<file path="src/rtl/tmr_vote_monitor.sv">
// Triple-modular-redundancy voter with per-replica mismatch tracking,
// sticky fault latching and degraded voting once replicas are faulty.
module tmr_vote_monitor #(
  parameter int WIDTH   = 8,
  parameter int THRESH  = 4,
  parameter int CNT_W   = 8,
  parameter bit REG_OUT = 1'b1
) (
  input  logic             clk,
  input  logic             rst,
  input  logic [WIDTH-1:0] in_a,
  input  logic [WIDTH-1:0] in_b,
  input  logic [WIDTH-1:0] in_c,
  input  logic             err_clr,
  output logic [WIDTH-1:0] voted,
  output logic             fault_a,
  output logic             fault_b,
  output logic             fault_c,
  output logic [CNT_W-1:0] err_cnt_a,
  output logic [CNT_W-1:0] err_cnt_b,
  output logic [CNT_W-1:0] err_cnt_c,
  output logic             tmr_error
);

  localparam int RW = $clog2(THRESH + 1);
  localparam logic [RW-1:0] RUN_LAST = RW'(THRESH - 1);
  localparam logic [CNT_W-1:0] CNT_MAX = '1;

  logic [WIDTH-1:0] maj;
  logic [WIDTH-1:0] sel;
  logic [WIDTH-1:0] rep   [3];
  logic [RW-1:0]    run_q [3];
  logic [CNT_W-1:0] cnt_q [3];
  logic [2:0]       miss;
  logic [2:0]       fault_q;
  logic             err_d;

  assign rep[0] = in_a;
  assign rep[1] = in_b;
  assign rep[2] = in_c;

  assign maj = (in_a & in_b) | (in_b & in_c) | (in_a & in_c);

  // Bit 0/1/2 of fault_q is replica A/B/C.
  always_comb begin
    sel   = maj;
    err_d = 1'b0;
    unique case (fault_q)
      3'b000: begin
        sel   = maj;
        err_d = (miss[0] & miss[1]) | (miss[1] & miss[2])
              | (miss[0] & miss[2]);
      end
      3'b001: begin
        sel   = in_b;
        err_d = (in_b != in_c);
      end
      3'b010: begin
        sel   = in_a;
        err_d = (in_a != in_c);
      end
      3'b100: begin
        sel   = in_a;
        err_d = (in_a != in_b);
      end
      3'b011: begin
        sel   = in_c;
        err_d = 1'b1;
      end
      3'b101: begin
        sel   = in_b;
        err_d = 1'b1;
      end
      3'b110: begin
        sel   = in_a;
        err_d = 1'b1;
      end
      3'b111: begin
        sel   = in_a;
        err_d = 1'b1;
      end
    endcase
  end

  for (genvar i = 0; i < 3; i++) begin : g_rep
    assign miss[i] = (rep[i] != maj);

    always_ff @(posedge clk) begin
      if (!rst || err_clr) begin
        run_q[i]   <= '0;
        fault_q[i] <= 1'b0;
        cnt_q[i]   <= '0;
      end else begin
        // Run length freezes once the replica is declared faulty.
        if (!fault_q[i]) begin
          if (miss[i]) begin
            run_q[i] <= run_q[i] + RW'(1);
            if (run_q[i] == RUN_LAST) fault_q[i] <= 1'b1;
          end else begin
            run_q[i] <= '0;
          end
        end
        if (miss[i] && cnt_q[i] != CNT_MAX)
          cnt_q[i] <= cnt_q[i] + CNT_W'(1);
      end
    end
  end

  always_ff @(posedge clk) begin
    if (!rst) tmr_error <= 1'b0;
    else      tmr_error <= err_d;
  end

  if (REG_OUT) begin : g_reg
    logic [WIDTH-1:0] voted_q;
    always_ff @(posedge clk) begin
      if (!rst) voted_q <= '0;
      else      voted_q <= sel;
    end
    assign voted = voted_q;
  end else begin : g_comb
    assign voted = sel;
  end

  assign fault_a   = fault_q[0];
  assign fault_b   = fault_q[1];
  assign fault_c   = fault_q[2];
  assign err_cnt_a = cnt_q[0];
  assign err_cnt_b = cnt_q[1];
  assign err_cnt_c = cnt_q[2];

endmodule

</file>
<file path="config.mk">
export PLATFORM = sky130hd
export DESIGN_NAME = tmr_vote_monitor
export DESIGN_NICKNAME = d
export VERILOG_FILES = /design/src/rtl/tmr_vote_monitor.sv
export SDC_FILE = /design/constraint.sdc
export NUM_CORES = 1
export LEC_CHECK = 0
export ABC_AREA = 1
export BUFFER_PORTS_ARGS = -buffer_cell sky130_fd_sc_hd__buf_2
export CELL_PAD_IN_SITES_DETAIL_PLACEMENT = 1
export CELL_PAD_IN_SITES_GLOBAL_PLACEMENT = 1
export CORE_MARGIN = 2
export CORE_UTILIZATION = 40
export CTS_CLUSTER_DIAMETER = 100
export DETAILED_ROUTE_END_ITERATION = 16
export PLACE_DENSITY = 0.83
export SLEW_MARGIN = 20
export SYNTH_ARGS = -nofsm -noshare
export SYNTH_HDL_FRONTEND = slang
export SYNTH_SLANG_ARGS = --single-unit
</file>
<file path="constraint.sdc">
create_clock -name clk -period 2.15 [get_ports clk]
set_input_delay 0.3225 -clock clk [delete_from_list [all_inputs] [get_ports clk]]
set_output_delay 0.3225 -clock clk [all_outputs]
set_load 0.03 [all_outputs]
</file>
== Yosys cells after proc, flatten, opt, wreduce, memory -nomap -nowiden ==
Memory sizes are Yosys's and may differ from the RTL's.
Cells that the tools add are included.
Widths: inputs -> output; s select.
Cells by class
  reductions and logical operators: 9
  bitwise logic cells: 19
  equality and inequality tests: 19
  mux-type cells: 55
  add/subtract/negate cells: 6
Operators with widths (count)
  $ne 8x8->1: 6
  $mux 1: 44
  $pmux 8 s4: 1
  $add 8x1->8 const B: 3
  $and 8x8->8: 3
  $mux 8: 3
  $ne 8x8->1 const B: 3
  $mux 3: 6
  $or 8x8->8: 2
  $eq 3x2->1 const B: 5
  $eq 3x3->1 const B: 4
  $or 1x1->1: 11
  $add 3x1->3 const B: 3
  $reduce_or 4->1: 2
  $pmux 1 s5: 1
  $and 1x1->1: 3
  $eq 3x1->1 const B: 1
  $logic_and 1x1->1: 3
  $logic_not 3->1: 1
  $reduce_or 2->1: 1
  $logic_not 1->1: 1
  $logic_or 1x1->1: 1
Word-level totals
  word-level logic and storage cells: 115
  input port bits: 27
  output and inout port bits: 36
  memories kept: 2
  register bits: 12
  RAM bits: 33
Memories
  cnt_q: depth 3, width 8, read ports 3, clocked after Yosys merged registers in 0, write ports 3, line 33  | logic [CNT_W-1:0] cnt_q [3];
  run_q: depth 3, width 3, read ports 3, clocked after Yosys merged registers in 0, write ports 3, line 32  | logic [RW-1:0] run_q [3];

== Logic depth before layout (Yosys ltp) ==
Gate-level depths: netlist of the first run.
  word-level depth: 10
  depth in mapped cells: 12
  gate-level depth less buffers: 12

== Worst setup path after synthesis of the first run ==
Ideal clock, no wire load.
  path type: register -> register
  start point: memory cnt_q[2][0]
  end point: memory cnt_q[2][0], enable pin
  buffers on the path: 0
  setup time: 0.384 ns
  arrival: 1.713 ns
  slack: 0.053 ns
  required time: 1.766 ns
  cell stages (with the launch flop): 7
  clock period less this slack: 2.097 ns
  cell sequence: edfxtp_1 -> ha_1 -> nand2_1 -> nor3_1 -> nand2_1 -> nor2_1 -> o21ai_0
RTL lines (line)
  start, declared: 33

==> results of run 1 <==
cells in the final DEF, fill, tap and decap left out, drive strengths merged:
| cell | n |
|---|---|
| clkinv | 2 |
| nor4 | 1 |
| a31oi | 3 |
| nor3 | 2 |
| ha | 17 |
| dfxtp | 12 |
| edfxtp | 33 |
| a21oi | 17 |
| xnor2 | 3 |
| nand3 | 46 |
| inv | 60 |
| o221ai | 2 |
| buf | 75 |
| clkbuf | 6 |
| a221oi | 1 |
| o21ai | 11 |
| o22ai | 5 |
| nor2 | 75 |
| xor2 | 12 |
| nor3b | 4 |
| nand4 | 17 |
| or2 | 1 |
| nand2 | 134 |
power groups by stage:
| stage | clock (mW) | sequential (mW) | combinational [mW] |
|---|---|---|---|
| 6_report | 0.567 | 0.981 | 0.431 |
| 5_1_grt | 0.610 | 0.985 | 0.481 |
| 4_1_cts | 0.586 | 0.981 | 0.430 |
| 3_5_place_dp | 0 | 1.00 | 0.427 |
| 3_3_place_gp | 0 | 0.998 | 0.416 |
| 2_1_floorplan | 0 | 1.05 | 0.214 |
sequential cells by signal, summed over array words and instances (netlist names):
name	flops
cnt_q	24
run_q	9
voted	8
fault_a	1
fault_b	1
fault_c	1
tmr_error	1
critical path, delay by kind of cell, from the launching register on:
family	cells	cell delay, ns
fa+ha+maj	1	0.26
flops	1	0.45
simple gates	3	0.57
compound gates	1	0.27
logic make-up after synthesis:
logic type | after synthesis
buf+inv | 65
simple gates | 280
fa+ha+maj | 17
flops | 45
xor+xnor | 15
compound gates | 39
per-layer routing:
layer | vias up | routed length (um) | track usage (%)
li1 | 1677 | - | -
met5 | - | 0 | 0
met4 | 0 | 194 | 7.00
met3 | 15 | 352 | 2.29
met2 | 69 | 4910 | 40.8
met1 | 1609 | 4350 | 27.3
area by class of cell:
type	instances	area (um^2)	share of cell area, %
Multi-Input combinational cell	351	1820	46.6
Tap cell	105	131	3.36
Clock inverter	2	13.8	0.352
Sequential cell	45	1230	31.4
Clock buffer	6	82.6	2.11
Inverter	60	225	5.75
Timing Repair Buffer	75	408	10.4
final timing paths:
check / end / slack, ns / cells past startpoint
max: cnt_q[1][3]$_SDFFCE_PN0P_ / 0.26 / 5
min: voted[2]$_SDFF_PN0_ / 0.35 / 3
max reg2reg: cnt_q[1][3]$_SDFFCE_PN0P_ / 0.26 / 5
min reg2reg: run_q[0][0]$_SDFFCE_PP0P_ / 0.57 / 1
per-stage QoR:
step / util [%] / cell area [um^2] / power [mW] / hold WS (ns)
floorplan: - / 3320 / 1.27 / 0.461
global placement: 46.9 / 3820 / 1.41 / 0.552
detailed placement: 46.9 / 3820 / 1.43 / 0.558
CTS: 48.1 / 3920 / 2.00 / 0.335
global route: 48.1 / 3920 / 2.08 / 0.343
finish: 48.1 / 3920 / 1.98 / 0.346
==> results_dict.tcl, run 1 <==
set metrics [dict create \
    status "completed" \
    die-area_um2 9040 \
    wire_per_inst_um 15.2 \
    cellPowerDensity_nw_per_um2 505 \
    fmax_ghz 0.529 \
    final_nets 582 \
    cts_setup_buffers 0 \
    critPathLaunch "cnt_q[1][0]$_SDFFCE_PN0P_" \
    clk_latency_ns 0.30 \
    grt_use_total_pct 22.3 \
    end_kind "flop" \
    grt_antenna_before_repair 0 \
    pre_cts_ws_ns 0.00222 \
    h-tree-depth 2 \
    slowest_stage "edfxtp_1" \
    synth_top_family_by_area "simple AND/OR/NAND/NOR gates" \
    syn_avg_cell_area_um2 7.20 \
    drtPass1Iterations 4 \
    clock_skew_ns 0.00424 \
    tns_ns 0 \
    cts_root_buffer "clkbuf_8" \
    synth_cells 461 \
    swShare_pct 31.3 \
    combPwrFrac_pct 21.8 \
    synth_xor_area_share_pct 3.96 \
    p_seq_share_pct 49.6 \
    ys.warnings.count 0 \
    initial_utilization_pct 40.8 \
    synthTopCellsByArea "edfxtp_1 30%, nand2_1 14%, nor2_1 7.9%" \
    totalWireLength_um 9810 \
    required_ns 2.13 \
    clock_tree.buffer_depth 2 \
    clockPowerShare_pct 28.7 \
    core-area_um2 8130 \
    drive_gt1_share_pct 19.3 \
    synth-edff-count 33 \
    vias 3370 \
    setup_ws_ns 0.258 \
    p_leak_nw 1.96 \
    final-hold-violation-count 0 \
    switchingPower_mw 0.619 \
    hpwl_um 7770 \
    grt_pass1_wl_um 15800 \
    tritoncts "done" \
    ys_seq_area_share_pct 37.1 \
    netlist_top_cells_count "126 x nand2_1, 70 x nor2_1, 59 x inv_1" \
    avgViaCountPerCell 5.23 \
    p_int_mw 1.36 \
    drt_iter0_markers 147 \
    ios 63 \
    synth_top_cell_by_area "edfxtp_1" \
    rsz0062_at_grt "false" \
    slew-limit-headroom_pct 64.9 \
    cp.arrival_ns 1.87 \
    stdcell_count 644 \
    cts.clk_slew.worst_paths_ns 0.09 \
    postRouteAntennaNets 0 \
    synthArstFlopShare_pct 0 \
    dp_cells 636 \
    drv_cap 0 \
    grt_pass1_vias 3370 \
    drv_slew 0 \
    ys_ff_latch 45 \
    rows 33 \
    crit_fanout 8 \
    cts_resized 0 \
    diodes 0 \
    synth.distinct_cells 34 \
    critical_path.max_stage_delay_ns 0.45 \
    gp_congestion 0.862 \
    synth_ff_type "edfxtp_1" \
    io_buffers 62 \
    crit_path_cell_trace "ha_1 -> nand3_1 -> nor2_1 -> a31oi_1 -> or2_1" \
    synth-simple-area-share_pct 37.8 \
    die_w_um 95.1 \
    min_path_type "in2reg" \
    cts.sinks 45 \
    die_y_um 95.1 \
    min_period_ns 1.89 \
    grt_start_max_net_pins 15 \
    yosys-mux-area-fraction_pct 0 \
    post-route-period-util_pct 88.0 \
    synth_compound_area_share_pct 6.75 \
    cts_buffers 5 \
    holdCritStartpoint "rst" \
    setup_viol 0 \
    synthToLayoutAreaGrowth_pct 17.9 \
    synthAdderAreaFrac_pct 6.41 \
    syn_nets 505 \
    startpoint_type "flop" \
    synth_most_common_cell "nand2_1" \
    synthesis.area_um2 3320 \
    max_slew.worst_pin.slew_ns 0.526 \
    reg2reg_from "cnt_q[1][0]$_SDFFCE_PN0P_" \
    vdd_drop_max_mv 0.214 \
    drc 0 \
    nFillCells 1095 \
    synth_top_area_share_pct 29.9 \
    worstSetupPathType "reg2reg" \
    grt-ovfl-total 0 \
    ctsHoldBuffers 0 \
]
No activity file was read; power rests on OpenSTA's default activity.
==> inputs of run 2 (changes only) <==
--- a/config.mk
+++ b/config.mk
@@ -10,10 +10,10 @@
 export CELL_PAD_IN_SITES_DETAIL_PLACEMENT = 1
 export CELL_PAD_IN_SITES_GLOBAL_PLACEMENT = 1
 export CORE_MARGIN = 2
-export CORE_UTILIZATION = 40
+export CORE_UTILIZATION = 25
 export CTS_CLUSTER_DIAMETER = 100
 export DETAILED_ROUTE_END_ITERATION = 16
-export PLACE_DENSITY = 0.83
+export PLACE_DENSITY = 0.57
 export SLEW_MARGIN = 20
 export SYNTH_ARGS = -nofsm -noshare
 export SYNTH_HDL_FRONTEND = slang
==> run 2 against run 1 <==
Sequential power hardly changed. Critical path depth grew 6. First-iteration DRC count grew 17%. Largest cell class unchanged.
==> results_dict.tcl, run 2 (synthesis gave the netlist of run 1 again) <==
set metrics [dict create \
    status "completed" \
    crit_path_cell_trace "buf_2 -> ha_1 -> inv_1 -> nand3_1 -> nand2_1 -> nand2_1 -> nor2_1 -> nand2_1 -> nor2_2 -> a31oi_1 -> or2_1" \
    cts_setup_buffers 0 \
    cpMostUsedCell "nand2_1" \
    vdd_drop_max_mv 0.277 \
    regMostFlops "cnt_q" \
    holdCritStartpoint "in_a[3]" \
    initial_utilization_pct 25.4 \
    cts_buffers 5 \
    layout_common_cells "126 x nand2_1, 70 x nor2_1, 62 x buf_2" \
    min_path_type "in2reg" \
    worst-r2r-setup-slack_ns 0.34 \
    synthToLayoutAreaGrowth_pct 24.9 \
    p_leak_nw 2.04 \
    r2r_cells 10 \
    critical_path.max_stage_delay_ns 0.35 \
    min_period_ns 1.84 \
    h-tree-depth 2 \
    io_buffers 62 \
    clock_skew_ns 0.00675 \
    grt_antenna_before_repair 0 \
    drive_gt1_share_pct 20.7 \
    vias 3322 \
    end_kind "flop" \
    hold_end "voted[3]$_SDFF_PN0_" \
    ctsHoldBuffers 0 \
    max_slew.worst_pin.slew_ns 0.368 \
    ios 63 \
    grt_use_total_pct 15.6 \
    hold_slack_ns 0.392 \
    diodes 0 \
    worstSetupPathType "in2reg" \
    totalWireLength_um 10600 \
    largest_reg_flops 24 \
    die-area_um2 14200 \
    rows 42 \
    startpoint_type "primary input" \
    drv_slew 0 \
    slew-limit-headroom_pct 75.5 \
    die_w_um 119 \
    clk_latency_ns 0.29 \
    cellPowerDensity_nw_per_um2 530 \
    grt-ovfl-total 0 \
    post-route-period-util_pct 85.6 \
    drc 0 \
    reg2reg_from "fault_b$_SDFF_PP0_" \
    avgViaCountPerCell 4.58 \
    final_common_cell "nand2_1" \
    hold_depth 3 \
    cts_root_buffer "clkbuf_16" \
    power_mw 2.20 \
    fmax_ghz 0.544 \
    drt_iter0_markers 172 \
    slowest_stage "or2_1" \
    final_nets 593 \
    clock_tree.buffer_depth 2 \
    cts.clk_slew.worst_paths_ns 0.07 \
    crit_fanout 8 \
    grt_start_max_net_pins 15 \
    grt_pass1_wl_um 17500 \
    r2r_end "tmr_error$_SDFF_PN0_" \
    grt_pass1_vias 3473 \
    wire_per_inst_um 14.6 \
    rsz0062_at_grt "false" \
    setup_viol 0 \
    final-hold-violation-count 0 \
    gp_congestion 0.801 \
    hpwl_um 8600 \
    drv_cap 0 \
    required_ns 2.16 \
    core-area_um2 13100 \
    die_y_um 119 \
    cp.arrival_ns 1.85 \
    cts.sinks 45 \
    postRouteAntennaNets 0 \
    tritoncts "done" \
    drtPass1Iterations 4 \
    cts_resized 0 \
]
[run 2: worst max path at each step]
stage	start	endpoint	slack, ns	depth (start not counted)
3_5_place_dp	in_b[3]	cnt_q[1][1]$_SDFFCE_PN0P_	-0.02	11
2_1_floorplan	cnt_q[2][0]$_SDFFCE_PN0P_	cnt_q[2][0]$_SDFFCE_PN0P_	0.05	6
5_1_grt	in_b[3]	cnt_q[1][2]$_SDFFCE_PN0P_	0.03	11
4_1_cts	in_b[3]	cnt_q[1][4]$_SDFFCE_PN0P_	0.29	11
3_3_place_gp	in_b[7]	cnt_q[1][2]$_SDFFCE_PN0P_	0.04	11
6_report	in_b[6]	cnt_q[1][4]$_SDFFCE_PN0P_	0.31	11
[run 2: final cells by class]
class	count	area [um^2]
sequential	45	1230
tap	176	220
timing repair buffer	86	503
clock buffer	5	125
clock inverter	3	17.5
fill	1651	8940
multi-input combinational	351	1820
inverter	60	225
[run 2: routing by layer]
layer  vias up  global-route usage (%)  part of all wire [%]
met2        57                    27.7                    50
met4         0                    5.21                   2.0
li1       1697                       -                     -
met5         -                       0                     0
met3        15                    2.78                   3.2
met1      1553                    19.1                    45
[run 2: where the power goes]
part	internal, mW	switching [mW]	leakage [nW]	total [mW]
Clock	0.427	0.341	0.0712	0.768
Sequential	0.960	0.0213	0.500	0.981
Combinational	0.151	0.298	1.47	0.449
Total	1.54	0.660	2.04	2.20
[run 2: per-stage QoR]
stage	setup TNS (ns)	cells	cell area (um^2)	util (%)	setup WS [ns]
final	0	726	4150	31.7	0.310
after global routing	0	726	4150	31.7	0.0297
after CTS	0	726	4150	31.7	0.285
after detailed placement	-0.192	718	4000	30.6	-0.0240
after global placement	0	718	4000	30.6	0.0353
after floorplan	0	461	3320	-	0.0530
[run 2: worst max-delay path, delay by kind of cell]
family                     cells  cell delay, ns
buffers and inverters          2            0.19
AOI/OAI and AO/OA              1            0.07
adders and majority gates      1            0.22
and+or+nand+nor                7            1.05
